### config.mk
export PLATFORM = sky130hd
export DESIGN_NAME = cache_miss_mshr
export DESIGN_NICKNAME = d
export VERILOG_FILES = /design/src/rtl/cache_miss_mshr.sv
export SDC_FILE = /design/constraint.sdc
export NUM_CORES = 1
export LEC_CHECK = 0
export BUFFER_PORTS_ARGS = -buffer_cell sky130_fd_sc_hd__buf_4
export CAP_MARGIN = 20
export CORE_AREA = 3 3 186 188
export CTS_BUF_LIST = sky130_fd_sc_hd__clkbuf_8
export DETAILED_ROUTE_END_ITERATION = 6
export DIE_AREA = 0 0 189 191
export GPL_ROUTABILITY_DRIVEN = 1
export HOLD_SLACK_MARGIN = 0.03
export PLACE_DENSITY = 0.71
export SETUP_SLACK_MARGIN = 0.1
export SLEW_MARGIN = 20
export SYNTH_ARGS = -nofsm -noshare
export SYNTH_HDL_FRONTEND = slang
export SYNTH_SLANG_ARGS = --single-unit
### constraint.sdc
create_clock -name clock -period 4.45 [get_ports clock]
set_input_delay 0 -clock clock [delete_from_list [all_inputs] [get_ports clock]]
set_output_delay 0 -clock clock [all_outputs]
set_load 0.03 [all_outputs]
### src/rtl/cache_miss_mshr.sv
// cache_miss_mshr: per-thread miss status holding registers between the cache lookup stage and
// main memory. Each hardware thread owns one entry that holds its miss line address and the
// victim way. Pending fetches are issued round-robin, and memory responses come back as
// one-cycle line fills.
//
// Optional feature: define MSHR_MERGE_EN to merge a miss into an outstanding fetch of the same
// line. The merged entry waits for the primary data and then fills from its own line buffer.
//
// Ports:
//   clock, reset                          core clock, asynchronous active-low reset
//   miss_req/thread/laddr/way             new miss from lookup, with the LRU victim way
//   miss_ready[NUM_THREADS]               entry t is idle and can accept a miss
//   mem_req_valid/laddr/thread, ready     registered fetch request to memory
//   mem_rsp_valid/thread/data             memory response (any order across threads)
//   fill_valid/set/way/tag/thread/data    one-cycle fill strobe; also drives the LRU update port
//   rsp_err                               sticky: response arrived for an entry not waiting for one
module cache_miss_mshr #(
    parameter int unsigned NUM_THREADS    = 4,
    parameter int unsigned NUM_SET        = 4,
    parameter int unsigned WAYS_PER_SET   = 4,
    parameter int unsigned LADDR_W        = 28,
    parameter int unsigned LINE_W         = 128,
    parameter int unsigned THR_W          = $clog2(NUM_THREADS),
    parameter int unsigned NUM_SET_W      = $clog2(NUM_SET),
    parameter int unsigned WAYS_PER_SET_W = $clog2(WAYS_PER_SET)
) (
    input  logic                         clock,
    input  logic                         reset,
    input  logic                         miss_req,
    input  logic [THR_W-1:0]             miss_thread,
    input  logic [LADDR_W-1:0]           miss_laddr,
    input  logic [WAYS_PER_SET_W-1:0]    miss_way,
    output logic [NUM_THREADS-1:0]       miss_ready,
    output logic                         mem_req_valid,
    output logic [LADDR_W-1:0]           mem_req_laddr,
    output logic [THR_W-1:0]             mem_req_thread,
    input  logic                         mem_req_ready,
    input  logic                         mem_rsp_valid,
    input  logic [THR_W-1:0]             mem_rsp_thread,
    input  logic [LINE_W-1:0]            mem_rsp_data,
    output logic                         fill_valid,
    output logic [NUM_SET_W-1:0]         fill_set,
    output logic [WAYS_PER_SET_W-1:0]    fill_way,
    output logic [LADDR_W-NUM_SET_W-1:0] fill_tag,
    output logic [THR_W-1:0]             fill_thread,
    output logic [LINE_W-1:0]            fill_data,
    output logic                         rsp_err
);

    localparam int NT = int'(NUM_THREADS);

`ifdef MSHR_MERGE_EN
    typedef enum logic [2:0] {StIdle, StWaitIssue, StWaitRsp, StMerged, StFillPend} state_e;
`else
    typedef enum logic [1:0] {StIdle, StWaitIssue, StWaitRsp} state_e;
`endif

    state_e                      state_q [NUM_THREADS];
    state_e                      state_d [NUM_THREADS];
    logic [LADDR_W-1:0]          laddr_q [NUM_THREADS];
    logic [WAYS_PER_SET_W-1:0]   way_q   [NUM_THREADS];

    logic                        req_valid_q, req_valid_d;
    logic [THR_W-1:0]            req_thread_q, req_thread_d;
    logic [LADDR_W-1:0]          req_laddr_q, req_laddr_d;
    logic [THR_W-1:0]            rr_q, rr_d;

    logic                        fill_valid_q, fill_valid_d;
    logic [THR_W-1:0]            fill_thread_q, fill_thread_d;
    logic [LADDR_W-1:0]          fill_laddr_q, fill_laddr_d;
    logic [WAYS_PER_SET_W-1:0]   fill_way_q, fill_way_d;
    logic [LINE_W-1:0]           fill_data_q, fill_data_d;
    logic                        rsp_err_q, rsp_err_d;

    logic                        miss_acc, rsp_hit, handshake, merge_hit;
    logic [NUM_THREADS-1:0]      cand;
    logic                        sel_found;
    logic [THR_W-1:0]            sel_thread, rr_idx;

`ifdef MSHR_MERGE_EN
    logic [LINE_W-1:0]           buf_q [NUM_THREADS];
    logic [NUM_THREADS-1:0]      buf_we;
    logic                        pend_found;
    logic [THR_W-1:0]            pend_thread;
`endif

    // Event decode and issue candidates.
    always_comb begin
        miss_acc  = miss_req && (state_q[miss_thread] == StIdle);
        rsp_hit   = mem_rsp_valid && (state_q[mem_rsp_thread] == StWaitRsp);
        handshake = req_valid_q && mem_req_ready;
        merge_hit = 1'b0;
`ifdef MSHR_MERGE_EN
        // An entry whose data lands this cycle no longer counts as outstanding.
        for (int t = 0; t < NT; t++) begin
            if ((laddr_q[t] == miss_laddr) &&
                ((state_q[t] == StWaitIssue) ||
                 ((state_q[t] == StWaitRsp) && !(rsp_hit && (mem_rsp_thread == THR_W'(t)))))) begin
                merge_hit = 1'b1;
            end
        end
`endif
        for (int t = 0; t < NT; t++) begin
            miss_ready[t] = (state_q[t] == StIdle);
            cand[t] = (state_q[t] == StWaitIssue) &&
                      !(handshake && (req_thread_q == THR_W'(t)));
        end
        // A freshly accepted miss is eligible immediately: one-cycle issue latency.
        if (miss_acc && !merge_hit) begin
            cand[miss_thread] = 1'b1;
        end
    end

    // Round-robin pick starting after the last granted entry; nearest candidate wins.
    always_comb begin
        sel_found  = 1'b0;
        sel_thread = '0;
        rr_idx     = '0;
        for (int i = NT; i >= 1; i--) begin
            rr_idx = THR_W'((int'(rr_q) + i) % NT);
            if (cand[rr_idx]) begin
                sel_found  = 1'b1;
                sel_thread = rr_idx;
            end
        end

        req_valid_d  = req_valid_q;
        req_thread_d = req_thread_q;
        req_laddr_d  = req_laddr_q;
        rr_d         = rr_q;
        // The presented request is held until it is accepted.
        if (!req_valid_q || handshake) begin
            req_valid_d = sel_found;
            if (sel_found) begin
                req_thread_d = sel_thread;
                rr_d         = sel_thread;
                req_laddr_d  = (miss_acc && (miss_thread == sel_thread)) ? miss_laddr
                                                                         : laddr_q[sel_thread];
            end
        end
    end

    // Entry transitions and fill generation.
    always_comb begin
        for (int t = 0; t < NT; t++) begin
            state_d[t] = state_q[t];
        end
        fill_valid_d  = 1'b0;
        fill_thread_d = fill_thread_q;
        fill_laddr_d  = fill_laddr_q;
        fill_way_d    = fill_way_q;
        fill_data_d   = fill_data_q;
        rsp_err_d     = rsp_err_q | (mem_rsp_valid & ~rsp_hit);

        if (handshake) begin
            state_d[req_thread_q] = StWaitRsp;
        end
        if (rsp_hit) begin
            state_d[mem_rsp_thread] = StIdle;
            fill_valid_d  = 1'b1;
            fill_thread_d = mem_rsp_thread;
            fill_laddr_d  = laddr_q[mem_rsp_thread];
            fill_way_d    = way_q[mem_rsp_thread];
            fill_data_d   = mem_rsp_data;
        end

`ifdef MSHR_MERGE_EN
        buf_we      = '0;
        pend_found  = 1'b0;
        pend_thread = '0;
        for (int t = NT - 1; t >= 0; t--) begin
            if (state_q[t] == StFillPend) begin
                pend_found  = 1'b1;
                pend_thread = THR_W'(t);
            end
        end
        if (rsp_hit) begin
            for (int t = 0; t < NT; t++) begin
                if ((state_q[t] == StMerged) && (laddr_q[t] == laddr_q[mem_rsp_thread])) begin
                    state_d[t] = StFillPend;
                    buf_we[t]  = 1'b1;
                end
            end
        end else if (pend_found) begin
            // Buffered fills only use cycles the memory response path leaves free.
            state_d[pend_thread] = StIdle;
            fill_valid_d  = 1'b1;
            fill_thread_d = pend_thread;
            fill_laddr_d  = laddr_q[pend_thread];
            fill_way_d    = way_q[pend_thread];
            fill_data_d   = buf_q[pend_thread];
        end
        if (miss_acc) begin
            state_d[miss_thread] = merge_hit ? StMerged : StWaitIssue;
        end
`else
        if (miss_acc) begin
            state_d[miss_thread] = StWaitIssue;
        end
`endif
    end

    always_ff @(posedge clock or negedge reset) begin
        if (!reset) begin
            for (int t = 0; t < NT; t++) begin
                state_q[t] <= StIdle;
                laddr_q[t] <= '0;
                way_q[t]   <= '0;
            end
            req_valid_q   <= 1'b0;
            req_thread_q  <= '0;
            req_laddr_q   <= '0;
            rr_q          <= '0;
            fill_valid_q  <= 1'b0;
            fill_thread_q <= '0;
            fill_laddr_q  <= '0;
            fill_way_q    <= '0;
            fill_data_q   <= '0;
            rsp_err_q     <= 1'b0;
        end else begin
            for (int t = 0; t < NT; t++) begin
                state_q[t] <= state_d[t];
            end
            if (miss_acc) begin
                laddr_q[miss_thread] <= miss_laddr;
                way_q[miss_thread]   <= miss_way;
            end
            req_valid_q   <= req_valid_d;
            req_thread_q  <= req_thread_d;
            req_laddr_q   <= req_laddr_d;
            rr_q          <= rr_d;
            fill_valid_q  <= fill_valid_d;
            fill_thread_q <= fill_thread_d;
            fill_laddr_q  <= fill_laddr_d;
            fill_way_q    <= fill_way_d;
            fill_data_q   <= fill_data_d;
            rsp_err_q     <= rsp_err_d;
        end
    end

`ifdef MSHR_MERGE_EN
    always_ff @(posedge clock or negedge reset) begin
        if (!reset) begin
            for (int t = 0; t < NT; t++) begin
                buf_q[t] <= '0;
            end
        end else begin
            for (int t = 0; t < NT; t++) begin
                if (buf_we[t]) begin
                    buf_q[t] <= mem_rsp_data;
                end
            end
        end
    end
`endif

    assign mem_req_valid  = req_valid_q;
    assign mem_req_laddr  = req_laddr_q;
    assign mem_req_thread = req_thread_q;
    assign fill_valid     = fill_valid_q;
    assign fill_set       = fill_laddr_q[NUM_SET_W-1:0];
    assign fill_tag       = fill_laddr_q[LADDR_W-1:NUM_SET_W];
    assign fill_way       = fill_way_q;
    assign fill_thread    = fill_thread_q;
    assign fill_data      = fill_data_q;
    assign rsp_err        = rsp_err_q;

endmodule
==> results.md <==
* Max_cap viols at 0
* CP Data Arrival Time at 3.93 ns
* Number of hold buffers added after cts at 167
* Maximum clock frequency at 287.9 MHz
* Final period util at 78.04%
* Final wirelength at 46.83 mm
* WHS at 0.09574 ns
* Largest net degree at the start of global routing at 121
* Initial DRC Count at 743
* Sequential share of the synthesized area at 54.41%
* Clock Sinks at 321
* Die Span Y at 191 um
* Area contributors post-synth: dfrtp_1 (54%), mux2_2 (11%), nand2_1 (10%)
* Worst R2R Path Depth at 12
* Die width at 189 um
* GP Congestion at 0.8595
* Clock Latency Late Sink at 0.60 ns
* Htree depth at 2
* Initial Util at 44.36%
* Syn Inst Count at 1,342
* Total vias in the final route at 12.43k
* Post-synth EDFFs at 0
* Clk buf depth at 3
* Num ports at 364
* RSZ-0062 raised after global routing: no
* Syn nets at 1,513
* Final Setup Violations at 0
* Worst Path Required at 4.91 ns
* Critical R2R Capture: mem_req_laddr[1]
* Worst R2R Start: mem_req_thread[1]
* Row count at 67
* Die ar. at 36,100 um^2
* Setup Fix Bufs, Post-CTS at 0
* CP Max Fanout at 39
* Share of synthesized flip-flops with an asynchronous set or reset at 100.0%
* CP endpoint kind: flip-flop
* Drt drc at 0
* Reg2reg setup slack at 0.98 ns
* Inserted Clock Buffers at 55
* Final Max Tran Viols at 0
* Pwr dens at 789.2 nW/um^2
* Initial antenna violation count at 4
* Cell taking the most area after synthesis: dfrtp_1
* CTS clock-pin slew for the worst setup and hold paths at 0.06 ns
* Core Area at 33,280 um^2
* First-pass GRT wire length at 72.67 mm
* Worst setup path category: flip-flop to flip-flop
* Vias in the first global route at 13.15k
* Post-synth top area share at 54.41%
* Vias per inst at 5.306
* CTS tree: done
* Synth warnings at 0
* Static leakage at 10.15 nW
* Worst VDD drop at 0.6326 mV
* # resized after CTS at 0
* DR pass1 iterations at 6
* Synth unique cells at 51
* Share of cells above drive strength 1 at 34.94%
* Avg Inst Size Synth at 11.00 um^2
* Most used DFF post-synth: dfrtp_1
* Relative slew slack at 29.38%
* Min-delay worst type: input port to async pin
* Slew @ Worst Pin at 1.059 ns
* Grt total ovfl at 0
* NumNets Final at 2,021
* GRT Total Usage at 25.27%
* TNS Setup at 0 ns
* Outcome: finished clean
* Flops & latches, synth at 321
* Area Growth Syn to Fin at 40.09%
* Number of buffers added on ports at 363
* Critical Path Start Type: flip-flop
* Commonest cells post-synth: nand2_1 (398), dfrtp_1 (321), mux2_2 (150), clkbuf_1 (62), and2_1 (58)
* Most frequent cell after synthesis: nand2_1
* Cell Area, Synth at 14,760 um^2
* Fin. Hold Viols at 0
* Post-DRT Antenna Nets at 0
* Fin Clk Skew at 0.01466 ns
* CTS root buf: clkbuf_8
* Wire per inst at 20.00 um
* Post-DP HPWL at 28.13 mm
* Post-route minimum period at 3.473 ns
-- worst max-delay path by stage --
| stage | startpoint | to | slack, ns |
|---|---|---|---|
| final | mem_req_thread[1] | mem_req_laddr[1] | 0.98 |
| after global routing | mem_req_thread[1] | mem_req_laddr[20] | 0.83 |
| after CTS | mem_req_thread[1] | mem_req_laddr[15] | 1.04 |
| after detailed placement | mem_req_thread[1] | mem_req_laddr[16] | 1.04 |
| after global placement | mem_req_thread[1] | mem_req_laddr[1] | 1.18 |
| after floorplan | mem_req_thread[0] | mem_req_laddr[26] | 1.68 |
-- critical path: stages (launching register included) --
cell and delay (ns):
dfrtp_1 0.48, inv_1 0.20, ha_1 0.19, nand3_1 0.18
a22o_1 0.30, o21ai_0 0.20, a21o_2 0.15, buf_4 0.35
o2bb2ai_2 0.15, buf_4 0.36, and3_1 0.22, buf_4 0.37
o31ai_1 0.15
-- layout by cell type (no fill, tap or decap), types with 2 or more instances in the layout --
master         count
nor2_1            10
buf_4            378
mux2_2           150
inv_1             33
a41oi_1           28
nor2b_1            4
nand2_2            2
o221ai_1           2
a211oi_1          27
o31ai_1           56
and2_1            57
nand3_1            5
a22o_1             2
diode_2            2
a22oi_1            3
nand2_1          395
ha_1               4
a21o_1             2
o221ai_4           2
and3_1            56
a21boi_0          27
clkinv_2           6
dlygate4sd3_1    167
nand2b_1           5
buf_12             3
mux4_2            31
a221oi_1           3
nand2_4            2
dfrtp_1          321
o21ai_0            9
clkbuf_8          69
nor3_1             3
a21oi_1            2
-- per-stage QoR --
step / total power [mW] / cell area (um^2) / util [%] / cells / setup WS [ns]
5_1_grt: 17.30 / 20680 / 62.14 / 2341 / 0.8316
6_report: 16.32 / 20680 / 62.15 / 2342 / 0.9770
4_1_cts: 16.34 / 20650 / 62.05 / 2339 / 1.044
2_1_floorplan: 10.49 / 14760 / - / 1342 / 1.679
3_3_place_gp: 13.26 / 17880 / 53.71 / 2073 / 1.184
3_5_place_dp: 13.48 / 17880 / 53.71 / 2073 / 1.044
-- layer usage --
metal / track usage, % / up-vias / routed length (um) / share of wire, %
li1: - / 5690 / - / -
met1: 32.13 / 6135 / 18710 / 40
met2: 40.51 / 460 / 22560 / 48
met3: 7.225 / 135 / 3559 / 7.6
met4: 11.09 / 6 / 1976 / 4.2
met5: 0 / - / 29 / 0.062
-- cell type report --
type	instances	area (um^2)
Clock inverter	30	153.9
Multi-Input combinational cell	910	6324
Fill cell	2620	12600
Clock buffer	69	949.7
Antenna cell	2	5.005
Tap cell	448	560.5
Inverter	12	46.29
Sequential cell	321	8033
Timing Repair Buffer	550	4612
-- cell families (layout without fill, tap and decap cells) --
family | after synthesis | count (layout) | synth area share, %
buffers and inverters | 111 | 661 | 3.212
adders and majority gates | 4 | 4 | 0.3390
and+or+nand+nor | 548 | 548 | 16.46
xor gates and xnor gates | 1 | 1 | 0.05933
DFF | 321 | 321 | 54.41
muxes | 182 | 182 | 16.24
AOI/OAI and AO/OA | 175 | 175 | 9.288
other | 0 | 2 | 0
-- sequential cells by signal, indices dropped and copies added, names as in the netlist --
signal and count:
state_q 8, fill_valid 1, way_q 8, mem_req_valid 1
fill_laddr_q 28, fill_way 2, mem_req_thread 2, fill_data 128
fill_thread 2, laddr_q 112, mem_req_laddr 28, rsp_err 1
-- report_power, final --
group	total, mW	switching (mW)	internal, mW
logic	8.36	5.04	3.32
clock network	2.66	1.21	1.45
registers	5.30	0.947	4.36
Note: power is estimated with default switching activity, not from simulation.
